### src/rtl/types_pkg.sv
// ---------------------------------------------------------------------------
// types_pkg
// Shared types and default sizing for the register-read stage.
//   rs_data_t   : entry issued by the reservation station (valid flag,
//                 source/destination physical registers, opcode)
//   DEF_*       : default widths/counts used as parameter defaults
// ---------------------------------------------------------------------------
package types_pkg;

   localparam int DEF_NUM_CH = 3;   // issue channels: 0=ALU, 1=branch, 2=LSU
   localparam int DEF_NUM_WB = 3;   // writeback / bypass ports
   localparam int DEF_PREG_W = 7;   // physical register index width
   localparam int DEF_DATA_W = 32;  // operand width
   localparam int DEF_CNT_W  = 16;  // stall counter width

   localparam int NUM_SRC = 2;      // source operands per op

   typedef struct packed {
      logic                  valid;
      logic [DEF_PREG_W-1:0] pr1;
      logic [DEF_PREG_W-1:0] pr2;
      logic [DEF_PREG_W-1:0] pd;
      logic [3:0]            opcode;
   } rs_data_t;

endpackage

### src/rtl/reg_read_stage_if.sv
// ---------------------------------------------------------------------------
// reg_read_stage_if
// Bundles every non-clock signal of the register-read stage.
//   slave  : view of the stage itself (consumes issue/PRF/wb/FU-ready,
//            produces ready, PRF read requests and the FU bundle)
//   master : view of the surrounding pipeline (RS, PRF, writeback, FU)
// ---------------------------------------------------------------------------
interface reg_read_stage_if #(
   parameter int NUM_CH = types_pkg::DEF_NUM_CH,
   parameter int NUM_WB = types_pkg::DEF_NUM_WB,
   parameter int PREG_W = types_pkg::DEF_PREG_W,
   parameter int DATA_W = types_pkg::DEF_DATA_W,
   parameter int CNT_W  = types_pkg::DEF_CNT_W
);
   import types_pkg::*;

   // issue side
   logic [NUM_CH-1:0]                         issue_valid;
   rs_data_t [NUM_CH-1:0]                     issue_data;
   logic [NUM_CH-1:0]                         issue_ready;
   // physical register file read ports
   logic [NUM_CH-1:0][NUM_SRC-1:0]            rd_en;
   logic [NUM_CH-1:0][NUM_SRC-1:0][PREG_W-1:0] rd_addr;
   logic [NUM_CH-1:0][NUM_SRC-1:0][DATA_W-1:0] rd_data;
   // writeback bypass
   logic [NUM_WB-1:0]                         wb_valid;
   logic [NUM_WB-1:0][PREG_W-1:0]             wb_preg;
   logic [NUM_WB-1:0][DATA_W-1:0]             wb_data;
   logic                                      flush;
   // functional-unit side
   logic [NUM_CH-1:0]                         fu_valid;
   logic [NUM_CH-1:0]                         fu_ready;
   rs_data_t [NUM_CH-1:0]                     fu_op;
   logic [NUM_CH-1:0][DATA_W-1:0]             fu_src1;
   logic [NUM_CH-1:0][DATA_W-1:0]             fu_src2;
   logic [NUM_CH-1:0][CNT_W-1:0]              stall_cnt;

   modport slave (
      input  issue_valid, issue_data, rd_data, wb_valid, wb_preg, wb_data,
             flush, fu_ready,
      output issue_ready, rd_en, rd_addr, fu_valid, fu_op, fu_src1, fu_src2,
             stall_cnt
   );

   modport master (
      output issue_valid, issue_data, rd_data, wb_valid, wb_preg, wb_data,
             flush, fu_ready,
      input  issue_ready, rd_en, rd_addr, fu_valid, fu_op, fu_src1, fu_src2,
             stall_cnt
   );

endinterface

### src/rtl/operand_bypass.sv
// ---------------------------------------------------------------------------
// operand_bypass
// Combinational operand selection for one source of one channel.
//   preg_i     : physical register being read
//   prf_data_i : value returned by the register file this cycle
//   wb_*_i     : writeback ports that may carry a fresher value
//   operand_o  : preg 0 reads as zero; otherwise the lowest-numbered
//                matching writeback port wins, else the PRF value
// ---------------------------------------------------------------------------
module operand_bypass #(
   parameter int NUM_WB = types_pkg::DEF_NUM_WB,
   parameter int PREG_W = types_pkg::DEF_PREG_W,
   parameter int DATA_W = types_pkg::DEF_DATA_W
) (
   input  logic [PREG_W-1:0]             preg_i,
   input  logic [DATA_W-1:0]             prf_data_i,
   input  logic [NUM_WB-1:0]             wb_valid_i,
   input  logic [NUM_WB-1:0][PREG_W-1:0] wb_preg_i,
   input  logic [NUM_WB-1:0][DATA_W-1:0] wb_data_i,
   output logic [DATA_W-1:0]             operand_o
);
   import types_pkg::*;

   logic [DATA_W-1:0] sel_s;

   // Priority mux: walking from the highest port down lets port 0 win last.
   always_comb begin
      sel_s = prf_data_i;
      for (int i = NUM_WB - 1; i >= 0; i--) begin
         sel_s = (wb_valid_i[i] && (wb_preg_i[i] == preg_i)) ? wb_data_i[i] : sel_s;
      end
      operand_o = (preg_i == '0) ? '0 : sel_s;
   end

endmodule

### src/rtl/reg_read_stage.sv
// ---------------------------------------------------------------------------
// reg_read_stage
// One-entry pipeline register per issue channel between the reservation
// stations and the functional units. Reads operands from the PRF (with
// writeback bypass) in the issue cycle and presents {op, src1, src2} to the
// FU one cycle later.
//   clk   : rising-edge clock
//   reset : asynchronous, active-high
//   bus   : reg_read_stage_if.slave (issue, PRF read, writeback, flush,
//           FU handshake and per-channel stall counters)
// ---------------------------------------------------------------------------
module reg_read_stage #(
   parameter int NUM_CH = types_pkg::DEF_NUM_CH,
   parameter int NUM_WB = types_pkg::DEF_NUM_WB,
   parameter int PREG_W = types_pkg::DEF_PREG_W,
   parameter int DATA_W = types_pkg::DEF_DATA_W,
   parameter int CNT_W  = types_pkg::DEF_CNT_W
) (
   input  logic           clk,
   input  logic           reset,
   reg_read_stage_if.slave bus
);
   import types_pkg::*;

   logic [NUM_CH-1:0]                          valid_q, valid_d;
   rs_data_t [NUM_CH-1:0]                      op_q, op_d;
   logic [NUM_CH-1:0][DATA_W-1:0]              src1_q, src1_d;
   logic [NUM_CH-1:0][DATA_W-1:0]              src2_q, src2_d;
   logic [NUM_CH-1:0][CNT_W-1:0]               cnt_q, cnt_d;

   logic [NUM_CH-1:0]                          req_s;
   logic [NUM_CH-1:0]                          ready_s;
   logic [NUM_CH-1:0]                          accept_s;
   logic [NUM_CH-1:0][NUM_SRC-1:0]             en_s;
   logic [NUM_CH-1:0][NUM_SRC-1:0][PREG_W-1:0] addr_s;
   logic [DATA_W-1:0]                          opnd_s [NUM_CH][NUM_SRC];

   // Handshake and PRF read requests; ready is held low while in reset.
   always_comb begin
      req_s    = '0;
      ready_s  = '0;
      accept_s = '0;
      en_s     = '0;
      addr_s   = '0;
      for (int c = 0; c < NUM_CH; c++) begin
         req_s[c]     = bus.issue_valid[c] && bus.issue_data[c].valid;
         ready_s[c]   = !reset && !bus.flush && (!valid_q[c] || bus.fu_ready[c]);
         accept_s[c]  = req_s[c] && ready_s[c];
         en_s[c]      = {NUM_SRC{req_s[c]}};
         addr_s[c][0] = req_s[c] ? bus.issue_data[c].pr1 : '0;
         addr_s[c][1] = req_s[c] ? bus.issue_data[c].pr2 : '0;
      end
   end

   genvar gc, gs;
   generate
      for (gc = 0; gc < NUM_CH; gc++) begin : g_ch
         for (gs = 0; gs < NUM_SRC; gs++) begin : g_src
            operand_bypass #(
               .NUM_WB (NUM_WB),
               .PREG_W (PREG_W),
               .DATA_W (DATA_W)
            ) u_bypass (
               .preg_i     (addr_s[gc][gs]),
               .prf_data_i (bus.rd_data[gc][gs]),
               .wb_valid_i (bus.wb_valid),
               .wb_preg_i  (bus.wb_preg),
               .wb_data_i  (bus.wb_data),
               .operand_o  (opnd_s[gc][gs])
            );
         end
      end
   endgenerate

   // Next state: flush kills the entry; accept replaces it (no bubble even
   // when the FU drains it the same cycle); otherwise hold or drain.
   always_comb begin
      valid_d = valid_q;
      op_d    = op_q;
      src1_d  = src1_q;
      src2_d  = src2_q;
      cnt_d   = cnt_q;
      for (int c = 0; c < NUM_CH; c++) begin
         if (bus.flush) begin
            valid_d[c] = 1'b0;
         end else if (accept_s[c]) begin
            valid_d[c] = 1'b1;
            op_d[c]    = bus.issue_data[c];
            src1_d[c]  = opnd_s[c][0];
            src2_d[c]  = opnd_s[c][1];
         end else if (bus.fu_ready[c]) begin
            valid_d[c] = 1'b0;
         end else begin
            valid_d[c] = valid_q[c];
         end

         // Stall counter saturates instead of wrapping.
         if (valid_q[c] && !bus.fu_ready[c] && !bus.flush &&
             (cnt_q[c] != {CNT_W{1'b1}})) begin
            cnt_d[c] = cnt_q[c] + CNT_W'(1);
         end else begin
            cnt_d[c] = cnt_q[c];
         end
      end
   end

   // Pipeline and stall-counter registers.
   always_ff @(posedge clk or posedge reset) begin
      if (reset) begin
         valid_q <= '0;
         op_q    <= '0;
         src1_q  <= '0;
         src2_q  <= '0;
         cnt_q   <= '0;
      end else begin
         valid_q <= valid_d;
         op_q    <= op_d;
         src1_q  <= src1_d;
         src2_q  <= src2_d;
         cnt_q   <= cnt_d;
      end
   end

   assign bus.issue_ready = ready_s;
   assign bus.rd_en       = en_s;
   assign bus.rd_addr     = addr_s;
   assign bus.fu_valid    = valid_q;
   assign bus.fu_op       = op_q;
   assign bus.fu_src1     = src1_q;
   assign bus.fu_src2     = src2_q;
   assign bus.stall_cnt   = cnt_q;

endmodule

### src/flat_wrapper.sv
// flat-port wrapper written by rule: the top's interface ports become plain ports
module reg_read_stage_flat import types_pkg::*;
#(
   parameter int NUM_CH = types_pkg::DEF_NUM_CH,
   parameter int NUM_WB = types_pkg::DEF_NUM_WB,
   parameter int PREG_W = types_pkg::DEF_PREG_W,
   parameter int DATA_W = types_pkg::DEF_DATA_W,
   parameter int CNT_W  = types_pkg::DEF_CNT_W
)
  (clk, reset, bus_issue_valid, bus_issue_data, bus_rd_data, bus_wb_valid, bus_wb_preg, bus_wb_data, bus_flush, bus_fu_ready, bus_issue_ready, bus_rd_en, bus_rd_addr, bus_fu_valid, bus_fu_op, bus_fu_src1, bus_fu_src2, bus_stall_cnt);
  reg_read_stage_if #(.NUM_CH(NUM_CH), .NUM_WB(NUM_WB), .PREG_W(PREG_W), .DATA_W(DATA_W), .CNT_W(CNT_W)) bus_i ();
  input  logic clk;
  input  logic reset;
  input wire logic [$bits(bus_i.issue_valid)-1:0] bus_issue_valid;
  input wire logic [$bits(bus_i.issue_data)-1:0] bus_issue_data;
  input wire logic [$bits(bus_i.rd_data)-1:0] bus_rd_data;
  input wire logic [$bits(bus_i.wb_valid)-1:0] bus_wb_valid;
  input wire logic [$bits(bus_i.wb_preg)-1:0] bus_wb_preg;
  input wire logic [$bits(bus_i.wb_data)-1:0] bus_wb_data;
  input wire logic [$bits(bus_i.flush)-1:0] bus_flush;
  input wire logic [$bits(bus_i.fu_ready)-1:0] bus_fu_ready;
  output wire logic [$bits(bus_i.issue_ready)-1:0] bus_issue_ready;
  output wire logic [$bits(bus_i.rd_en)-1:0] bus_rd_en;
  output wire logic [$bits(bus_i.rd_addr)-1:0] bus_rd_addr;
  output wire logic [$bits(bus_i.fu_valid)-1:0] bus_fu_valid;
  output wire logic [$bits(bus_i.fu_op)-1:0] bus_fu_op;
  output wire logic [$bits(bus_i.fu_src1)-1:0] bus_fu_src1;
  output wire logic [$bits(bus_i.fu_src2)-1:0] bus_fu_src2;
  output wire logic [$bits(bus_i.stall_cnt)-1:0] bus_stall_cnt;
  assign bus_i.issue_valid = bus_issue_valid;
  assign bus_i.issue_data = bus_issue_data;
  assign bus_i.rd_data = bus_rd_data;
  assign bus_i.wb_valid = bus_wb_valid;
  assign bus_i.wb_preg = bus_wb_preg;
  assign bus_i.wb_data = bus_wb_data;
  assign bus_i.flush = bus_flush;
  assign bus_i.fu_ready = bus_fu_ready;
  assign bus_issue_ready = bus_i.issue_ready;
  assign bus_rd_en = bus_i.rd_en;
  assign bus_rd_addr = bus_i.rd_addr;
  assign bus_fu_valid = bus_i.fu_valid;
  assign bus_fu_op = bus_i.fu_op;
  assign bus_fu_src1 = bus_i.fu_src1;
  assign bus_fu_src2 = bus_i.fu_src2;
  assign bus_stall_cnt = bus_i.stall_cnt;
  reg_read_stage #(.NUM_CH(NUM_CH), .NUM_WB(NUM_WB), .PREG_W(PREG_W), .DATA_W(DATA_W), .CNT_W(CNT_W)) u_core (.clk(clk), .reset(reset), .bus(bus_i));
endmodule
### config.mk
export PLATFORM = sky130hd
export DESIGN_NAME = reg_read_stage_flat
export DESIGN_NICKNAME = d
export VERILOG_FILES = /design/src/rtl/types_pkg.sv /design/src/rtl/reg_read_stage_if.sv /design/src/rtl/operand_bypass.sv /design/src/rtl/reg_read_stage.sv /design/src/flat_wrapper.sv
export SDC_FILE = /design/constraint.sdc
export NUM_CORES = 1
export LEC_CHECK = 0
export BUFFER_PORTS_ARGS = -buffer_cell sky130_fd_sc_hd__buf_4
export CAP_MARGIN = 10
export CELL_PAD_IN_SITES_DETAIL_PLACEMENT = 1
export CELL_PAD_IN_SITES_GLOBAL_PLACEMENT = 2
export CORE_AREA = 2 2 299 301
export CTS_CLUSTER_SIZE = 24
export DETAILED_ROUTE_END_ITERATION = 8
export DIE_AREA = 0 0 301 303
export GPL_ROUTABILITY_DRIVEN = 0
export PLACE_DENSITY = 0.65
export REMOVE_ABC_BUFFERS = 1
export SYNTH_ARGS = -nofsm -noshare
export SYNTH_HDL_FRONTEND = slang
export SYNTH_SLANG_ARGS = --single-unit
### constraint.sdc
create_clock -name clk -period 18.1 [get_ports clk]
set_input_delay 3.62 -clock clk [delete_from_list [all_inputs] [get_ports clk]]
set_output_delay 3.62 -clock clk [all_outputs]
set_load 0.01 [all_outputs]
==> flow_summary_export.csv, run 1 <==
group,metric,value,unit
status,status,"finished, final reports clean",
global_route,antenna_found_initial,10,
power_and_ir_drop,ir_worst_vdd,0.0000567,V
global_route,grt_pass1_wl,177,mm
clock_tree,worstSkewPairLatency,0.59,ns
sta,setup_viol,0,
logic_synthesis,syn_area,19400,um2
logic_synthesis,yosys.cell_count.top_type,"dfrtp_1",
route,drt_iter0_drc,1593,
logic_synthesis,yosysTopAreaCell,"dfrtp_1",
sta,rsz0062_at_grt,"false",
floorplan,rows,109,
logic_synthesis,ys_ff_latch,321,
critical_path,end_kind,"output pin",
logic_synthesis,synth_common_cells,"321 x dfrtp_1, 267 x nor2_1, 224 x nand2_1",
clock_tree,cts_hold_buf,0,
route,drt-wirelength-per-cell,31.3,um
logic_synthesis,yosysTopAreaCellShare,41.4,%
sta,period_share,50.1,%
logic_synthesis,synth-edff-count,0,
job,maxCapViolCount,0,
place,dpl.hpwl,89.3,mm
logic_synthesis,ys_seq_area_share,41.4,%
logic_synthesis,post_synth.cell_area_avg,8.84,um2
place,numPortBuffers,770,
floorplan,start_util,22.0,%
route,maxUsedRoutingLayer,"met5",
clock_tree,cts_num_sinks,321,
clock_tree,ctsResizeCount,0,
critical_path,worstPathArrival,5.44,ns
route,route.met2.wl,61.0,mm
floorplan,die_h,303,um
layout,nNetsFinal,3251,
sta,finalHoldViolations,0,
logic_synthesis,synth_ff_type,"dfrtp_1",
clock_tree,cts_tree,"yes",
sta,tns,0,ns
floorplan,die_x,301,um
clock_tree,cts_setup_buffers,0,
route,vias,22100,
floorplan,die_area,91200,um2
route,drtPass1Iterations,5,
route,drc_errors,0,
place,place_ws,9.09,ns
global_route,grt_overflow,0,
route,met1_length,52.6,mm
clock_tree,cts_inserted_buffers,45,
global_route,first_global_vias,23100,
global_route,track_usage,26.7,%
logic_synthesis,synth_cells,2195,
global_route,grt_max_degree,103,
floorplan,coreArea,88000,um2
layout,drive_gt1_share,35.2,%
critical_path,crit_chain,"buf_4 > nand2_1 > inv_1 > nand2_1 > inv_1 > buf_4",
clock_tree,clk_pin_slew_worst_paths,0.06,ns
floorplan,ioPinCount,771,
sta,drv_slew,0,
layout,syn2layout_area_growth,42.7,%
critical_path,cp_slowest_stage_delay,0.71,ns
route,met3_length,8.44,mm
sta,relSlewSlack,21.8,%
logic_synthesis,synthTopCellsByArea,"dfrtp_1 41%, o221ai_1 7.6%, a211oi_1 6.4%",
sta,min_period,9.06,ns
logic_synthesis,async_flop_share,100,%
clock_tree,clk_path_buf_depth,3,
sta,max_freq,110,MHz
sta,skew,0.0250,ns
power_and_ir_drop,p_leak,12.2,nW
logic_synthesis,synth.distinct_cells,70,
sta,worstMarginPinSlew,1.17,ns
route,viasPerCell,5.45,
route,totalWireLength,127,mm
logic_synthesis,ys_warn_count,0,
critical_path,critPathLaunchType,"input port",
worst_hold_path,holdCritPathClass,"reg2reg",
clock_tree,cts-htree-levels,2,
critical_path,critPathMaxFanout,23,
clock_tree,clockRootBuffer,"clkbuf_16",
route,ant_nets,0,
critical_path,critPathSlowestCell,"inv_1",
critical_path,worst-endpoint-required,14.48,ns
power_and_ir_drop,p_per_area,90.1,nW/um2
sta,fin_ws,9.04,ns
critical_path,worstSetupPathType,"in2out",
-- cell type report --
class                      instances  area [um2]
antenna                            5        12.5
clock buffer                      63        1260
clock inverter                    14         111
fill                           10400       60300
inverter                          70         270
multi-input combinational       1600       10400
sequential                       321        8030
tap                             1165        1460
timing repair buffer             811        6090
-- flip-flops by register name (all words and copies together), names as in the netlist --
register / count
u_core.bus.fu_op: 78
u_core.bus.fu_src1: 96
u_core.bus.fu_src2: 96
u_core.bus.fu_valid: 3
u_core.bus.stall_cnt: 48
-- kinds of logic after synthesis --
logic type	Yosys count	synth area share (%)
compound gates	758	28.4
simple gates	689	16.4
flops	321	41.4
buf+inv	274	5.94
xor+xnor	84	3.79
mux	66	3.83
fa+ha+maj	3	0.194
-- per-stage QoR --
stage	utilization, %	power [W]	area, um2	hold slack [ns]	std cells
2_1_floorplan	-	0.00117	18500	0.504	1991
3_3_place_gp	29.9	0.00162	26300	0.454	3967
3_5_place_dp	29.9	0.00164	26300	0.467	3967
4_1_cts	31.4	0.00252	27700	0.480	4044
5_1_grt	31.5	0.00261	27700	0.498	4049
6_report	31.5	0.00249	27700	0.478	4049
-- path summary, 6_finish.rpt --
| path | from | end | slack (ns) | cells past startpoint |
|---|---|---|---|---|
| min in group asynchronous | reset | u_core.bus.fu_valid[2] | 3.16 | 2 |
| min | u_core.bus.fu_op[77] | u_core.bus.fu_op[77] | 0.48 | 1 |
| max in group asynchronous | reset | u_core.bus.fu_src1[13] | 11.70 | 5 |
| max reg2reg | u_core.bus.fu_valid[0] | u_core.bus.fu_src2[31] | 14.57 | 7 |
| min reg2reg | u_core.bus.fu_op[77] | u_core.bus.fu_op[77] | 0.48 | 1 |
| max | bus_issue_valid[2] | bus_rd_addr[40] | 9.04 | 6 |
-- worst max-delay path, delay by kind of cell --
| kind | cells | cell delay (ns) |
|---|---|---|
| buffers and inverters | 4 | 1.12 |
| AND/OR/NAND/NOR | 2 | 0.70 |
-- routing by layer --
metal | vias to the layer above | GRT usage [%]
met5 | - | 0
met4 | 4 | 9.75
met3 | 212 | 5.14
met2 | 1003 | 44.9
met1 | 11300 | 34.0
li1 | 9516 | -
-- placed cells by master (no fill, tap or decap), types with 5 or more instances in the layout --
master     count
nand3_1       20
diode_2        5
clkbuf_16     45
nor4bb_1      22
o22ai_1       14
buf_4        811
o221ai_1     168
clkbuf_1      11
nor2_1       266
xnor2_1       66
a22oi_1       35
o221ai_2      30
and4_1         5
clkbuf_8       7
nand2_1      218
mux2_2        66
nand2b_1      25
dfrtp_1      321
nor3_1        15
clkinv_2       8
a21oi_1       16
o21ai_1       32
xor2_1        18
nand4_1       29
inv_1         67
nor4_1         9
a211oi_1     165
a31oi_1       24
and3_1        34
a31oi_4        5
o21ai_0      209
nor2b_1       13
o32ai_1        7
-- where the power goes --
part | switching, W | internal (W)
clock | 0.000369 | 0.000499
sequential | 0.0000889 | 0.000845
combinational | 0.000371 | 0.000320
(Power assumes the default switching activity.)
==> run 2: changes to the inputs <==
--- a/config.mk
+++ b/config.mk
@@ -5,16 +5,16 @@
 export SDC_FILE = /design/constraint.sdc
 export NUM_CORES = 1
 export LEC_CHECK = 0
+export ABC_AREA = 1
 export BUFFER_PORTS_ARGS = -buffer_cell sky130_fd_sc_hd__buf_4
 export CAP_MARGIN = 10
 export CELL_PAD_IN_SITES_DETAIL_PLACEMENT = 1
 export CELL_PAD_IN_SITES_GLOBAL_PLACEMENT = 2
-export CORE_AREA = 2 2 299 301
+export CORE_UTILIZATION = 25
 export CTS_CLUSTER_SIZE = 24
 export DETAILED_ROUTE_END_ITERATION = 8
-export DIE_AREA = 0 0 301 303
 export GPL_ROUTABILITY_DRIVEN = 0
-export PLACE_DENSITY = 0.65
+export PLACE_DENSITY = 0.78
 export REMOVE_ABC_BUFFERS = 1
 export SYNTH_ARGS = -nofsm -noshare
 export SYNTH_HDL_FRONTEND = slang
==> constraint.sdc (replaced) <==
create_clock -name clk -period 9.5 [get_ports clk]
set_input_delay 1.9 -clock clk [delete_from_list [all_inputs] [get_ports clk]]
set_output_delay 1.9 -clock clk [all_outputs]
set_load 0.01 [all_outputs]
==> run 2 against run 1 <==
Utilization is 2.9 points higher. Largest power group unchanged. Global-route usage grew 3.6 points. Highest routed layer unchanged. Synthesized cell count is 69% higher. Final cell count is 37% higher. Combinational power up 100%.
==> flow_summary_export.csv, run 2 <==
group,metric,value,unit
route,drt-wirelength-per-cell,25.8,um
clock_tree,cts_hold_buf,0,
logic_synthesis,async_flop_share,100,%
worst_hold_path,holdCritPathClass,"reg2reg",
sta,setup_viol,0,
floorplan,rows,110,
route,viasPerCell,5.03,
status,status,"finished, final reports clean",
global_route,grt_max_degree,139,
sta,min_period,5.08,ns
layout,final_cell_mix,"1,575 x nand2_1, 815 x buf_4, 432 x nand3_1",
logic_synthesis,synth.distinct_cells,30,
clock_tree,clk_path_buf_depth,3,
power_and_ir_drop,p_per_area,159,nW/um2
place,numPortBuffers,770,
route,ant_nets,0,
critical_path,worst-endpoint-required,7.60,ns
critical_path,worstSetupPathType,"in2out",
logic_synthesis,yosysTopAreaCell,"dfrtp_1",
sta,period_share,53.5,%
logic_synthesis,synth-edff-count,0,
route,drt_iter0_drc,2359,
clock_tree,cts_setup_buffers,0,
clock_tree,cts_inserted_buffers,45,
logic_synthesis,synth_ff_type,"dfrtp_1",
logic_synthesis,yosys.cell_count.top_type,"nand2_1",
global_route,antenna_found_initial,8,
critical_path,worstPathArrival,3.18,ns
critical_path,critPathMaxFanout,20,
floorplan,die_area,92200,um2
sta,max_freq,197,MHz
global_route,grt_pass1_wl,206,mm
job,maxCapViolCount,0,
power_and_ir_drop,total_power,0.00493,W
global_route,track_usage,30.3,%
logic_synthesis,ys_ff_latch,321,
route,vias,28000,
sta,fin_ws,4.42,ns
floorplan,die_h,304,um
layout,final_common_cell,"nand2_1",
layout,syn2layout_area_growth,36.2,%
clock_tree,ctsResizeCount,0,
logic_synthesis,ys_seq_area_share,35.3,%
clock_tree,cts-htree-levels,2,
critical_path,crit_top_cell,"buf_4",
critical_path,critPathSlowestCell,"nor2_1",
clock_tree,clk_pin_slew_worst_paths,0.06,ns
floorplan,die_x,304,um
global_route,first_global_vias,28100,
layout,drive_gt1_share,21.9,%
clock_tree,cts_num_sinks,321,
clock_tree,cts_tree,"yes",
global_route,grt_overflow,0,
floorplan,ioPinCount,771,
route,drtPass1Iterations,6,
layout,nNetsFinal,4758,
critical_path,critPathLaunchType,"input port",
logic_synthesis,synth_cells,3704,
logic_synthesis,synth_common_cells,"1,578 x nand2_1, 434 x nand3_1, 429 x inv_1",
clock_tree,clockRootBuffer,"clkbuf_16",
logic_synthesis,post_synth.cell_area_avg,6.14,um2
sta,worstMarginPinSlew,1.18,ns
power_and_ir_drop,ir_worst_vdd,0.000126,V
floorplan,start_util,25.2,%
critical_path,crit_chain,"buf_4 > nand2_1 > nor2_1 > buf_4",
sta,relSlewSlack,21.5,%
logic_synthesis,yosysTopAreaCellShare,35.3,%
sta,rsz0062_at_grt,"false",
route,totalWireLength,144,mm
place,place_ws,4.39,ns
power_and_ir_drop,p_leak,18.2,nW
floorplan,coreArea,90100,um2
route,drc_errors,0,
layout,final_core_util,34.4,%
logic_synthesis,syn_area,22800,um2
logic_synthesis,synthTopCellsByArea,"dfrtp_1 35%, nand2_1 26%, nand3_1 9.5%",
sta,finalHoldViolations,0,
sta,skew,0.0171,ns
clock_tree,worstSkewPairLatency,0.61,ns
logic_synthesis,ys_warn_count,0,
critical_path,end_kind,"output pin",
sta,drv_slew,0,
place,dpl.hpwl,97.9,mm
critical_path,cp_slowest_stage_delay,0.52,ns
[run 2: per-stage QoR]
step / hold slack [ns] / area [um2] / TNS (ns) / cells
floorplan: 0.509 / 21700 / -412.36 / 3493
global placement: 0.456 / 29500 / 0 / 5485
detailed placement: 0.457 / 29500 / 0 / 5485
CTS: 0.471 / 31000 / 0 / 5563
global route: 0.480 / 31000 / 0 / 5567
finish: 0.468 / 31000 / 0 / 5567
[run 2: path summary, 6_finish.rpt]
| path | start | end | slack, ns | cells after the start |
|---|---|---|---|---|
| min in group asynchronous | reset | u_core.bus.fu_valid[2] | 1.54 | 2 |
| worst max-delay path | bus_issue_valid[1] | bus_rd_addr[14] | 4.42 | 4 |
| worst min-delay path | u_core.bus.fu_op[77] | u_core.bus.fu_op[77] | 0.47 | 1 |
| max in group asynchronous | reset | u_core.bus.fu_src2[60] | 6.41 | 3 |
| worst max register to register | u_core.bus.fu_valid[1] | u_core.bus.fu_src2[52] | 6.33 | 10 |
| worst min register to register | u_core.bus.fu_op[77] | u_core.bus.fu_op[77] | 0.47 | 1 |
[run 2: worst max-delay path, delay by kind of cell]
| kind | cells | cell delay [ns] |
|---|---|---|
| buffers and inverters | 2 | 0.48 |
| and+or+nand+nor | 2 | 0.80 |
[run 2: per-layer routing]
metal / global-route usage, % / routed length, um
met4: 11.4 / 5560
met3: 5.44 / 9610
met2: 50.2 / 67500
met5: 0 / 45
met1: 39.2 / 61100
[run 2: kinds of logic (layout without fill, tap and decap cells)]
| kind of cell | Yosys count | count (layout) | synth area share, % |
|---|---|---|---|
| simple gates | 2246 | 2246 | 41.3 |
| buf+inv | 648 | 1331 | 11.8 |
| compound gates | 440 | 440 | 9.71 |
| flops | 321 | 321 | 35.3 |
| xor+xnor | 46 | 46 | 1.77 |
| fa+ha+maj | 3 | 3 | 0.165 |
| other cells | 0 | 4 | 0 |
[run 2: cell type report]
cell class	count	area (um2)
Antenna cell	4	10.0
Clock buffer	65	1320
Clock inverter	13	163
Fill cell	11700	59100
Inverter	437	1660
Multi-Input combinational cell	2735	12200
Sequential cell	321	8030
Tap cell	1176	1470
Timing Repair Buffer	816	6140
[run 2: power by group]
group	switching, W	leakage, nW	internal (W)	total, W
clock	0.000725	0.723	0.00104	0.00177
sequential	0.000185	4.12	0.00160	0.00178
combinational	0.000802	13.3	0.000580	0.00138
total	0.00171	18.2	0.00322	0.00493
==> run 3: changes to the inputs <==
--- a/config.mk
+++ b/config.mk
@@ -5,16 +5,17 @@
 export SDC_FILE = /design/constraint.sdc
 export NUM_CORES = 1
 export LEC_CHECK = 0
-export ABC_AREA = 1
+export ABC_AREA = 0
 export BUFFER_PORTS_ARGS = -buffer_cell sky130_fd_sc_hd__buf_4
 export CAP_MARGIN = 10
 export CELL_PAD_IN_SITES_DETAIL_PLACEMENT = 1
 export CELL_PAD_IN_SITES_GLOBAL_PLACEMENT = 2
-export CORE_UTILIZATION = 25
+export CORE_AREA = 2 2 299 301
 export CTS_CLUSTER_SIZE = 24
 export DETAILED_ROUTE_END_ITERATION = 8
+export DIE_AREA = 0 0 301 303
 export GPL_ROUTABILITY_DRIVEN = 0
-export PLACE_DENSITY = 0.78
+export PLACE_DENSITY = 0.65
 export REMOVE_ABC_BUFFERS = 1
 export SYNTH_ARGS = -nofsm -noshare
 export SYNTH_HDL_FRONTEND = slang
==> constraint.sdc (replaced) <==
create_clock -name clk -period 4.9 [get_ports clk]
set_input_delay 0.98 -clock clk [delete_from_list [all_inputs] [get_ports clk]]
set_output_delay 0.98 -clock clk [all_outputs]
set_load 0.01 [all_outputs]
==> run 3 against run 2 <==
Flip-flop and latch count unchanged. Critical path type is now in2reg. Clock skew decreased by 0.00071 ns. Sequential power increased by 94%.
==> flow_summary_export.csv, run 3 (synthesis gave the netlist of run 1 again) <==
group,metric,value,unit
sta,skew,0.0164,ns
route,drt-wirelength-per-cell,30.1,um
layout,fillCellCount,10300,
global_route,grt_max_degree,94,
route,maxUsedRoutingLayer,"met5",
global_route,grt_pass1_wl,171,mm
sta,rsz0062_at_grt,"false",
floorplan,rows,109,
place,numPortBuffers,770,
place,dp.cells,3973,
power_and_ir_drop,p_per_area,333,nW/um2
route,viasPerCell,5.37,
critical_path,critPathLaunchType,"input port",
clock_tree,cts_setup_buffers,0,
power_and_ir_drop,p_int,0.00623,W
sta,worstMarginPinSlew,1.29,ns
global_route,track_usage,25.6,%
clock_tree,cts_tree,"yes",
worst_hold_path,holdCritPathClass,"reg2reg",
power_and_ir_drop,power.switching,0.00306,W
power_and_ir_drop,ir_worst_vdd,0.000200,V
clock_tree,cts_num_sinks,321,
clock_tree,cts_inserted_buffers,44,
floorplan,die_h,303,um
power_and_ir_drop,p_seq_share,37.1,%
critical_path,critPathMaxFanout,32,
route,vias,21800,
power_and_ir_drop,p_comb_share,27.5,%
floorplan,coreArea,88000,um2
sta,setup_viol,0,
sta,relSlewSlack,14.0,%
sta,drv_slew,0,
power_and_ir_drop,pwr-share-clk,35.4,%
power_and_ir_drop,p_leak,12.3,nW
clock_tree,cts_hold_buf,0,
route,drc_errors,0,
status,status,"finished, final reports clean",
route,ant_nets,0,
route,met1_length,50.8,mm
route,totalWireLength,122,mm
clock_tree,worstSkewPairLatency,0.57,ns
clock_tree,ctsResizeCount,0,
critical_path,end_kind,"flip-flop",
route,drt_iter0_drc,1520,
sta,holdWs,0.475,ns
place,dpl.hpwl,89.7,mm
sta,finalHoldViolations,0,
sta,period_share,76.0,%
route,drtPass1Iterations,9,
layout,final_common_cell,"buf_4",
sta,max_freq,269,MHz
floorplan,start_util,22.0,%
critical_path,worstSetupPathType,"in2reg",
global_route,first_global_vias,22500,
job,maxCapViolCount,0,
critical_path,worst-endpoint-required,5.37,ns
layout,final_cell_mix,"809 x buf_4, 321 x dfrtp_1, 266 x nor2_1",
layout,instances_no_fill,4058,
layout,nNetsFinal,3256,
clock_tree,cts-htree-levels,2,
global_route,antenna_found_initial,16,
global_route,grt_overflow,0,
layout,syn2layout_area_growth,43.7,%
critical_path,worstPathArrival,4.19,ns
floorplan,die_x,301,um
floorplan,die_area,91200,um2
power_and_ir_drop,switching_share,32.9,%
clock_tree,clk_pin_slew_worst_paths,0.06,ns
clock_tree,clockRootBuffer,"clkbuf_16",
route,route.met2.wl,59.7,mm
layout,final_core_util,31.7,%
route,met3_length,8.53,mm
clock_tree,clk_path_buf_depth,3,
layout,drive_gt1_share,35.3,%
sta,min_period,3.72,ns
floorplan,ioPinCount,771,
## run 3: final timing paths
check | from | endpoint | slack [ns] | depth (start not counted)
setup reg to reg | u_core.bus.fu_valid[2] | u_core.bus.fu_src1[95] | 1.60 | 8
min in group asynchronous | reset | u_core.bus.fu_op[19] | 0.54 | 2
hold / removal | u_core.bus.fu_op[25] | u_core.bus.fu_op[25] | 0.48 | 1
setup / recovery | bus_issue_valid[0] | u_core.bus.fu_src1[26] | 1.18 | 9
max in group asynchronous | reset | u_core.bus.fu_src2[59] | 3.22 | 3
hold reg to reg | u_core.bus.fu_op[25] | u_core.bus.fu_op[25] | 0.48 | 1
## run 3: area by class of cell
| type | instances | area [um2] | share of cell area [%] |
|---|---|---|---|
| multi-input cells | 1600 | 10400 | 37.4 |
| flip-flops and latches | 321 | 8030 | 28.8 |
| clock inverters | 13 | 133 | 0.476 |
| clock buffers | 65 | 1290 | 4.63 |
| well taps | 1165 | 1460 | 5.23 |
| inverters | 70 | 270 | 0.970 |
| repair buffers | 817 | 6230 | 22.4 |
| diodes | 7 | 17.5 | 0.0629 |
## run 3: metrics by stage
| stage | TNS (ns) | worst slack [ns] | area, um2 | power, W |
|---|---|---|---|---|
| after floorplan | -1699.28 | -4.96 | 18500 | 0.00432 |
| after global placement | 0 | 0.778 | 26400 | 0.00601 |
| after detailed placement | 0 | 0.696 | 26400 | 0.00607 |
| after CTS | 0 | 1.31 | 27900 | 0.00941 |
| after global routing | 0 | 1.05 | 27900 | 0.00971 |
| final | 0 | 1.18 | 27900 | 0.00928 |
## run 3: metal layers
layer	vias to the layer above	track usage, %
met5	-	0
met4	8	7.43
met3	165	5.23
li1	9522	-
met2	911	43.8
met1	11200	32.6
## run 3: power by group through the flow
stage	combinational, W	sequential [W]	clock (W)
global placement	0.00254	0.00347	0
detailed placement	0.00258	0.00349	0
global route	0.00274	0.00350	0.00346
floorplan	0.000691	0.00363	0
finish	0.00255	0.00345	0.00329
CTS	0.00259	0.00345	0.00338
## run 3: worst max-delay path: stages
cell and delay [ns]:
buf_4 0.19, nand2_2 0.30, inv_1 0.54, nand2_1 0.18
a21oi_1 0.20, nand4_1 0.13, or3b_2 1.05, o221ai_1 0.29
o21ai_0 0.25
